`src/rtl/gpr_scoreboard.sv`:
```
// Integer register file with per-register pending-write counters.
// Ports: rs1/rs2 read (bypassed), busy flags, issue handshake, writeback, wb_err.
module gpr_scoreboard #(
    parameter int XLEN = 64,
    parameter int NREG = 32,
    parameter int AW   = $clog2(NREG)
) (
    input  logic            clk,
    input  logic            rst_n,
    input  logic [AW-1:0]   rs1_addr,
    input  logic [AW-1:0]   rs2_addr,
    output logic [XLEN-1:0] rs1_out,
    output logic [XLEN-1:0] rs2_out,
    output logic            rs1_busy,
    output logic            rs2_busy,
    input  logic            issue_valid,
    input  logic [AW-1:0]   issue_rd,
    output logic            issue_ready,
    input  logic            wb_valid,
    input  logic [AW-1:0]   wb_rd,
    input  logic [XLEN-1:0] wb_data,
    output logic            wb_err
);

    logic [XLEN-1:0] regs_q [NREG];
    logic [XLEN-1:0] regs_d [NREG];
    logic [1:0]      pend_q [NREG];
    logic [1:0]      pend_d [NREG];
    logic            wb_err_q;
    logic            wb_err_d;

    logic issue_acc;
    logic wb_act;

    // Ready looks only at registered counts: no credit for a retiring write.
    assign issue_ready = (issue_rd == '0) || (pend_q[issue_rd] != 2'd3);
    assign issue_acc   = issue_valid && issue_ready && (issue_rd != '0);
    assign wb_act      = wb_valid && (wb_rd != '0);
    assign wb_err      = wb_err_q;

    always_comb begin
        rs1_out  = '0;
        rs1_busy = 1'b0;
        if (rs1_addr != '0) begin
            if (wb_valid && (wb_rd == rs1_addr)) begin
                rs1_out = wb_data;
            end else begin
                rs1_out = regs_q[rs1_addr];
            end
            // The last outstanding write retiring now clears busy early.
            rs1_busy = (pend_q[rs1_addr] != 2'd0) &&
                       !(wb_valid && (wb_rd == rs1_addr) &&
                         (pend_q[rs1_addr] == 2'd1));
        end
    end

    always_comb begin
        rs2_out  = '0;
        rs2_busy = 1'b0;
        if (rs2_addr != '0) begin
            if (wb_valid && (wb_rd == rs2_addr)) begin
                rs2_out = wb_data;
            end else begin
                rs2_out = regs_q[rs2_addr];
            end
            rs2_busy = (pend_q[rs2_addr] != 2'd0) &&
                       !(wb_valid && (wb_rd == rs2_addr) &&
                         (pend_q[rs2_addr] == 2'd1));
        end
    end

    always_comb begin
        regs_d   = regs_q;
        pend_d   = pend_q;
        wb_err_d = wb_err_q;
        if (wb_act && (pend_q[wb_rd] == 2'd0)) begin
            wb_err_d = 1'b1;
        end
        // x0 is skipped entirely: its value and count never change.
        for (int r = 1; r < NREG; r++) begin
            logic inc;
            logic dec;
            inc = issue_acc && (issue_rd == AW'(r));
            dec = wb_act && (wb_rd == AW'(r)) && (pend_q[r] != 2'd0);
            if (wb_act && (wb_rd == AW'(r))) begin
                regs_d[r] = wb_data;
            end
            if (inc && !dec) begin
                pend_d[r] = pend_q[r] + 2'd1;
            end else if (dec && !inc) begin
                pend_d[r] = pend_q[r] - 2'd1;
            end
        end
    end

    always_ff @(posedge clk or negedge rst_n) begin
        if (!rst_n) begin
            for (int i = 0; i < NREG; i++) begin
                regs_q[i] <= '0;
                pend_q[i] <= 2'd0;
            end
            wb_err_q <= 1'b0;
        end else begin
            for (int i = 0; i < NREG; i++) begin
                regs_q[i] <= regs_d[i];
                pend_q[i] <= pend_d[i];
            end
            wb_err_q <= wb_err_d;
        end
    end

endmodule

```
`config.mk`:
```
export PLATFORM = sky130hd
export DESIGN_NAME = gpr_scoreboard
export DESIGN_NICKNAME = d
export VERILOG_FILES = /design/src/rtl/gpr_scoreboard.sv
export SDC_FILE = /design/constraint.sdc
export NUM_CORES = 2
export LEC_CHECK = 0
export BUFFER_PORTS_ARGS = -buffer_cell sky130_fd_sc_hd__buf_2
export CAP_MARGIN = 5
export CORE_ASPECT_RATIO = 0.9
export CORE_MARGIN = 3
export CORE_UTILIZATION = 45
export DETAILED_ROUTE_END_ITERATION = 8
export HOLD_SLACK_MARGIN = 0.08
export SETUP_SLACK_MARGIN = 0.3
export SLEW_MARGIN = 20
export SYNTH_ARGS = -nofsm -noshare
export SYNTH_HDL_FRONTEND = slang
export SYNTH_SLANG_ARGS = --single-unit
```
`constraint.sdc`:
```
create_clock -name clk -period 4.1 [get_ports clk]
set_input_delay 0.82 -clock clk [delete_from_list [all_inputs] [get_ports clk]]
set_output_delay 0.82 -clock clk [all_outputs]
set_load 0.05 [all_outputs]
```
---- After elaboration in Yosys (flattened, before gate mapping) ----
Cells that the tools add are included.
cells by class
  $mul .................................... 0
  shift operators ......................... 0
  equality and inequality tests ........... 67
  bitwise logic cells ..................... 4
  order comparisons ....................... 4
  reductions and logical operators ........ 300
  muxes and demuxes ....................... 86
  add/sub/neg operators ................... 62
  div/mod/pow operators ................... 0
operators by type and width
  cell                                                                count
  64-bit binary-select mux with 5-bit select                          2
  64-bit two-way mux                                                  8
  1-bit logical AND                                                   165
  5-bit == test, second input constant                                32
  2-bit two-way mux                                                   70
  2-bit nonzero test                                                  64
  5-bit by 4-bit == test with 1-bit output, second input constant     16
  1-bit zero test                                                     64
  2-bit by 1-bit adder with 2-bit output, second input constant       31
  2-bit by 1-bit subtractor with 2-bit output, second input constant  31
  2-bit binary-select mux with 5-bit select                           4
  5-bit by 3-bit == test with 1-bit output, second input constant     8
  6-bit >= comparator, second input constant                          4
  5-bit inverter with 6-bit output                                    4
  5-bit by 2-bit == test with 1-bit output, second input constant     4
  5-bit nonzero test                                                  4
  5-bit by 1-bit == test with 1-bit output, second input constant     2
  5-bit == test                                                       2
  5-bit zero test                                                     1
  2-bit by 1-bit == test with 1-bit output, second input constant     2
  2-bit zero test                                                     1
  1-bit two-way mux                                                   2
  2-bit != test, second input constant                                1
  1-bit logical OR                                                    1
word-level totals
  ROM bits ................................ 0
  RAM bits ................................ 0
  register bits after elaboration ......... 2,047
  latch bits .............................. 0
  memories kept ........................... 0
  word-level logic and storage cells ...... 586

---- Logic depth before layout (Yosys ltp) ----
  depth in word-level cells ............... 13
  depth in mapped cells ................... 12
  depth with buffers taken out ............ 9

---- Least setup slack after synthesis ----
OpenSTA, ideal clock, no wires.
  path kind ............................... input to output
  start point ............................. in rs1_addr[0]
  end point ............................... out rs1_out[11]
  path slack .............................. -0.540 ns
  arrival time ............................ 3.820 ns
  cell stages on the path ................. 8
  buffers on the path ..................... 4
  path through ............................ buf_4 -> buf_2 -> buf_2 -> nor3_1 -> nand3_1 -> o21ai_1 -> clkbuf_1 -> o41ai_1
on the way
  word-level cells in the longest chain between the ends .. 6
  elaborated cells on any way between the ends .. 9
  classes of those cells .................. eq/ne: 1; mux: 5; bitwise: 1; reduce/logical: 2
ends and longest elaborated chain
  element                                                 line  RTL
  start: declaration                                      10    input logic [AW-1:0] rs1_addr,
  5-bit inverter with 6-bit output (implied by the code)  48    rs1_out = regs_q[rs1_addr];
  64-bit binary-select mux with 5-bit select              48
  64-bit two-way mux (implied by the code) (2 in a row)   48
  64-bit two-way mux                                      45    if (wb_valid && (wb_rd == rs1_addr)) begin
  64-bit two-way mux *                                    44    if (rs1_addr != '0) begin
  end: declaration                                        12    output logic [XLEN-1:0] rs1_out,
Every way passes the cells marked *; elsewhere a longest branch is shown, timed or not. The select of a mux whose other input is x is not followed.

---- Worst setup path after layout ----
  start point ............................. in rs2_addr[0]
  end point ............................... out rs2_out[39]
on the way
  word-level cells in the longest chain between the ends .. 6
  elaborated cells on any way between the ends .. 9
  classes of those cells .................. eq/ne: 1; mux: 5; bitwise: 1; reduce/logical: 2
ends and longest elaborated chain
  element                                                 line  RTL
  start: declaration                                      11    input logic [AW-1:0] rs2_addr,
  5-bit inverter with 6-bit output (implied by the code)  64    rs2_out = regs_q[rs2_addr];
  64-bit binary-select mux with 5-bit select              64
  64-bit two-way mux (implied by the code) (2 in a row)   64
  64-bit two-way mux                                      61    if (wb_valid && (wb_rd == rs2_addr)) begin
  64-bit two-way mux *                                    60    if (rs2_addr != '0) begin
  end: declaration                                        13    output logic [XLEN-1:0] rs2_out,
Marked as above.

==> metrics.txt <==
# TYPE chip_impl_metric gauge
chip_impl_info{name="status",value="complete, no violations"} 1
chip_impl_metric{name="initialDrtViolationCount",unit=""} 8984
chip_impl_metric{name="cts_sinks",unit=""} 2047
chip_impl_metric{name="cp_data_required_time",unit="ns"} 3.28
chip_impl_metric{name="ys_async_sr_fraction",unit=""} 1.00
chip_impl_metric{name="initial_antenna_violation_count",unit=""} 21
chip_impl_metric{name="core_area",unit="sq mm"} 0.247
chip_impl_info{name="buffer_cell_driving_the_clock_tree_root",value="clkbuf_16"} 1
chip_impl_info{name="hold_path.class",value="input pin to async pin"} 1
chip_impl_metric{name="critPathArrivalTime",unit="ns"} 3.14
chip_impl_metric{name="stdcell_count",unit=""} 11500
chip_impl_metric{name="grt_pass1_wl",unit="um"} 596000
chip_impl_metric{name="layout_worst_path_cycle_share",unit=""} 0.965
chip_impl_metric{name="delay_contributed_by_the_slowest_stage_of_the_critical_path",unit="ns"} 0.49
chip_impl_metric{name="layout.core_utilization",unit=""} 0.556
chip_impl_metric{name="antenna_left",unit=""} 0
chip_impl_info{name="start_kind",value="input pin"} 1
chip_impl_metric{name="vias",unit=""} 77800
chip_impl_metric{name="first_global_vias",unit=""} 78800
chip_impl_metric{name="floorplan.initialDensity",unit=""} 0.453
chip_impl_metric{name="vias_per_cell",unit=""} 6.77
chip_impl_info{name="ys_top_cells_by_area",value="dfrtp_1 (46%), mux2_2 (23%), mux4_2 (20%)"} 1
chip_impl_info{name="cpMaxStageDelayCell",value="mux4_2"} 1
chip_impl_metric{name="mappedNetlistNets",unit=""} 7637
chip_impl_metric{name="ys_ff_latch",unit=""} 2047
chip_impl_info{name="end_kind",value="primary output"} 1
chip_impl_metric{name="drt-total-wl",unit="um"} 419000
chip_impl_metric{name="clkPwrFrac",unit=""} 0.320
chip_impl_metric{name="netSwitchingFraction",unit=""} 0.292
chip_impl_metric{name="drc",unit=""} 0
chip_impl_metric{name="power.sequential.fraction",unit=""} 0.425
chip_impl_metric{name="report.final.hold_viol_count",unit=""} 0
chip_impl_metric{name="p_leak",unit="uW"} 0.0588
chip_impl_info{name="most_common_cell_in_the_synthesized_netlist",value="mux2_2"} 1
chip_impl_metric{name="dieHeight",unit="um"} 479
chip_impl_metric{name="path_max_fanout",unit=""} 7
chip_impl_metric{name="slew_viol_final",unit=""} 0
chip_impl_metric{name="power_per_cell_area",unit="mW/mm^2"} 479
chip_impl_metric{name="worst-slew-pin-transition",unit="ns"} 1.01
chip_impl_metric{name="place_inst",unit=""} 10800
chip_impl_metric{name="number_of_distinct_standard_cells_referenced_by_the_synthesized_netlist",unit=""} 56
chip_impl_metric{name="synth_enable_flop_cells",unit=""} 0
chip_impl_metric{name="fraction_of_power_consumed_by_combinational_cells",unit=""} 0.255
chip_impl_metric{name="width_of_the_die",unit="um"} 532
chip_impl_metric{name="synth.avg_cell_area",unit="sq um"} 14.9
chip_impl_metric{name="drt_pass1_iterations",unit=""} 6
chip_impl_metric{name="post_dp_cell_area",unit="sq mm"} 0.123
chip_impl_metric{name="n_fill_cell",unit=""} 19600
chip_impl_metric{name="power.internal",unit="uW"} 46600
chip_impl_metric{name="achievable-frequency",unit="GHz"} 0.253
chip_impl_metric{name="max-vdd-ir-drop",unit="V"} 0.000354
chip_impl_metric{name="layout-drive-gt1-share",unit=""} 0.616
chip_impl_metric{name="design.die.area",unit="sq mm"} 0.255
chip_impl_metric{name="syn_area",unit="sq mm"} 0.112
chip_impl_metric{name="finalCriticalPeriod",unit="ns"} 3.96
chip_impl_metric{name="gp_congestion",unit=""} 0.876
chip_impl_metric{name="top_level_ports",unit=""} 220
chip_impl_metric{name="syn_inst",unit=""} 7518
chip_impl_info{name="synth_top_area_cell",value="dfrtp_1"} 1
chip_impl_metric{name="clock_path_buffers",unit=""} 4
chip_impl_metric{name="syn_to_final_growth",unit="%"} 22.7
chip_impl_metric{name="path_clk_slew",unit="ns"} 0.06
chip_impl_info{name="post_synth_most_frequent_cells",value="mux2_2 (2,262), dfrtp_1 (2,047), mux4_2 (1,003), clkbuf_1 (529), buf_2 (230)"} 1
chip_impl_info{name="setup.worst_path.class",value="input pin to primary output"} 1
chip_impl_metric{name="fin_worst_skew",unit="ns"} 0.0162
chip_impl_metric{name="wl_per_cell",unit="um"} 36.5
chip_impl_metric{name="synth.yosys.seq_area_share",unit=""} 0.457
chip_impl_metric{name="grt.overflow.total",unit=""} 0
chip_impl_metric{name="clk-insertion-delay-late",unit="ns"} 0.89
chip_impl_info{name="rsz0062_at_grt",value="true"} 1
chip_impl_metric{name="cts_inserted_buffers",unit=""} 227
chip_impl_metric{name="yosys_warnings",unit=""} 0
chip_impl_metric{name="dp_hpwl",unit="um"} 241000
chip_impl_metric{name="finalNetCount",unit=""} 8091
chip_impl_metric{name="maxCapViolations",unit=""} 0
chip_impl_metric{name="netSwitchingPower",unit="uW"} 19200
chip_impl_metric{name="setup_tns",unit="ns"} 0
chip_impl_info{name="cts_tree",value="yes"} 1
chip_impl_metric{name="max-slew-margin-rel",unit=""} 0.324
chip_impl_metric{name="netlist.area_leader.share",unit=""} 0.457
chip_impl_metric{name="io_port_bufs",unit=""} 219
chip_impl_metric{name="grt.total_usage",unit=""} 0.322
chip_impl_info{name="yosys_most_used_dff",value="dfrtp_1"} 1
chip_impl_metric{name="timing.final.setup_violations",unit=""} 0
chip_impl_metric{name="grt_max_degree",unit=""} 159
chip_impl_metric{name="clock_tree.htree_level_count",unit=""} 4
chip_impl_metric{name="finish.instance_area",unit="sq mm"} 0.137
chip_impl_metric{name="rows",unit=""} 173
chip_impl_info{name="path_cells",value="buf_16, buf_12, buf_16, buf_12, buf_16, mux4_2, mux4_2, and3_4, a211o_4, buf_12"} 1
==> layout by cell type (no fill, tap or decap), types with 52 or more instances in the layout <==
cell type  count
buf_12       319
dfrtp_1     2040
nor3_1        52
o21ai_0       56
buf_4        454
buf_16        74
clkbuf_16    245
buf_2         85
xor2_1        64
nand2_1      100
a22o_1        67
buf_6         82
clkbuf_8      60
o22ai_1      112
nor2_1       144
mux4_2      1003
mux2_2      2258
==> metal layers <==
metal / vias up / GRT usage / part of all wire
li1: 30200 / - / -
met1: 42400 / 0.452 / 0.41
met2: 4339 / 0.481 / 0.45
met3: 915 / 0.0804 / 0.099
met4: 2 / 0.131 / 0.047
met5: - / 0 / 0.00016
==> power by group through the flow <==
stage	logic (uW)	registers (uW)	clock network, uW
after floorplan	11600	26700	0
after global placement	15300	27800	0
after detailed placement	15600	28100	0
after CTS	16400	27700	21400
after global routing	17700	28400	22100
final	16800	28000	21100
==> through the flow <==
step / total power (uW) / worst slack [ns] / hold slack (ns)
2_1_floorplan: 38200 / -0.0662 / 0.488
3_3_place_gp: 43000 / -0.380 / 0.500
3_5_place_dp: 43600 / -0.394 / 0.509
4_1_cts: 65500 / 0.120 / 0.473
5_1_grt: 68300 / 0.116 / 0.470
6_report: 65800 / 0.144 / 0.448
==> registers in the layout, indices dropped and copies added (netlist names) <==
register / flops
pend_q: 62
regs_q: 1984
wb_err: 1
==> logic make-up after synthesis <==
family,count (synthesis),synth area share
mux,3315,0.434
flops,2047,0.457
xor+xnor,103,0.00806
buf+inv,855,0.0329
simple gates,570,0.0246
fa+ha+maj,31,0.00346
compound gates,597,0.0398
==> layout make-up <==
| type | instances | area, sq um | share of cell area |
|---|---|---|---|
| Tap cell | 3325 | 4160 | 0.0303 |
| Clock inverter | 62 | 758 | 0.00552 |
| Multi-Input combinational cell | 4616 | 59800 | 0.435 |
| Timing Repair Buffer | 1077 | 14600 | 0.107 |
| Clock buffer | 341 | 6780 | 0.0494 |
| Inverter | 3 | 18.8 | 0.000137 |
| Antenna cell | 19 | 47.5 | 0.000346 |
| Sequential cell | 2047 | 51200 | 0.373 |
==> final timing paths <==
| kind | depth (start not counted) | start | to | slack [ns] |
|---|---|---|---|---|
| setup / recovery | 10 | rs2_addr[0] | rs2_out[39] | 0.14 |
| hold / removal | 2 | rst_n | regs_q[202]$_DFFE_PN0P_ | 0.45 |
| setup reg to reg | 9 | pend_q[28]$_DFFE_PN0P_ | pend_q[25]$_DFFE_PN0P_ | 1.11 |
| hold reg to reg | 1 | regs_q[867]$_DFFE_PN0P_ | regs_q[867]$_DFFE_PN0P_ | 0.52 |
| max in group asynchronous | 3 | rst_n | regs_q[88]$_DFFE_PN0P_ | 2.21 |
| min in group clk | 1 | regs_q[867]$_DFFE_PN0P_ | regs_q[867]$_DFFE_PN0P_ | 0.52 |
==> worst max-delay path: cells and delay by family <==
family,cells,cell delay (ns)
AOI/OAI and AO/OA,1,0.29
buffers and inverters,6,0.87
muxes,2,0.94
and+or+nand+nor,1,0.18
==> what timing repair did <==
action | 4_1_cts | 5_1_grt
setup buffers | 132 | 88
pin swaps | 84 | 72
setup endpoints to repair | 131 | 124
gates cloned | 42 | 14
hold endpoints to repair | 26 | 0
gates resized for setup | 371 | 175
hold buffers | 1 | 0
Note: power is estimated with default switching activity, not from simulation.
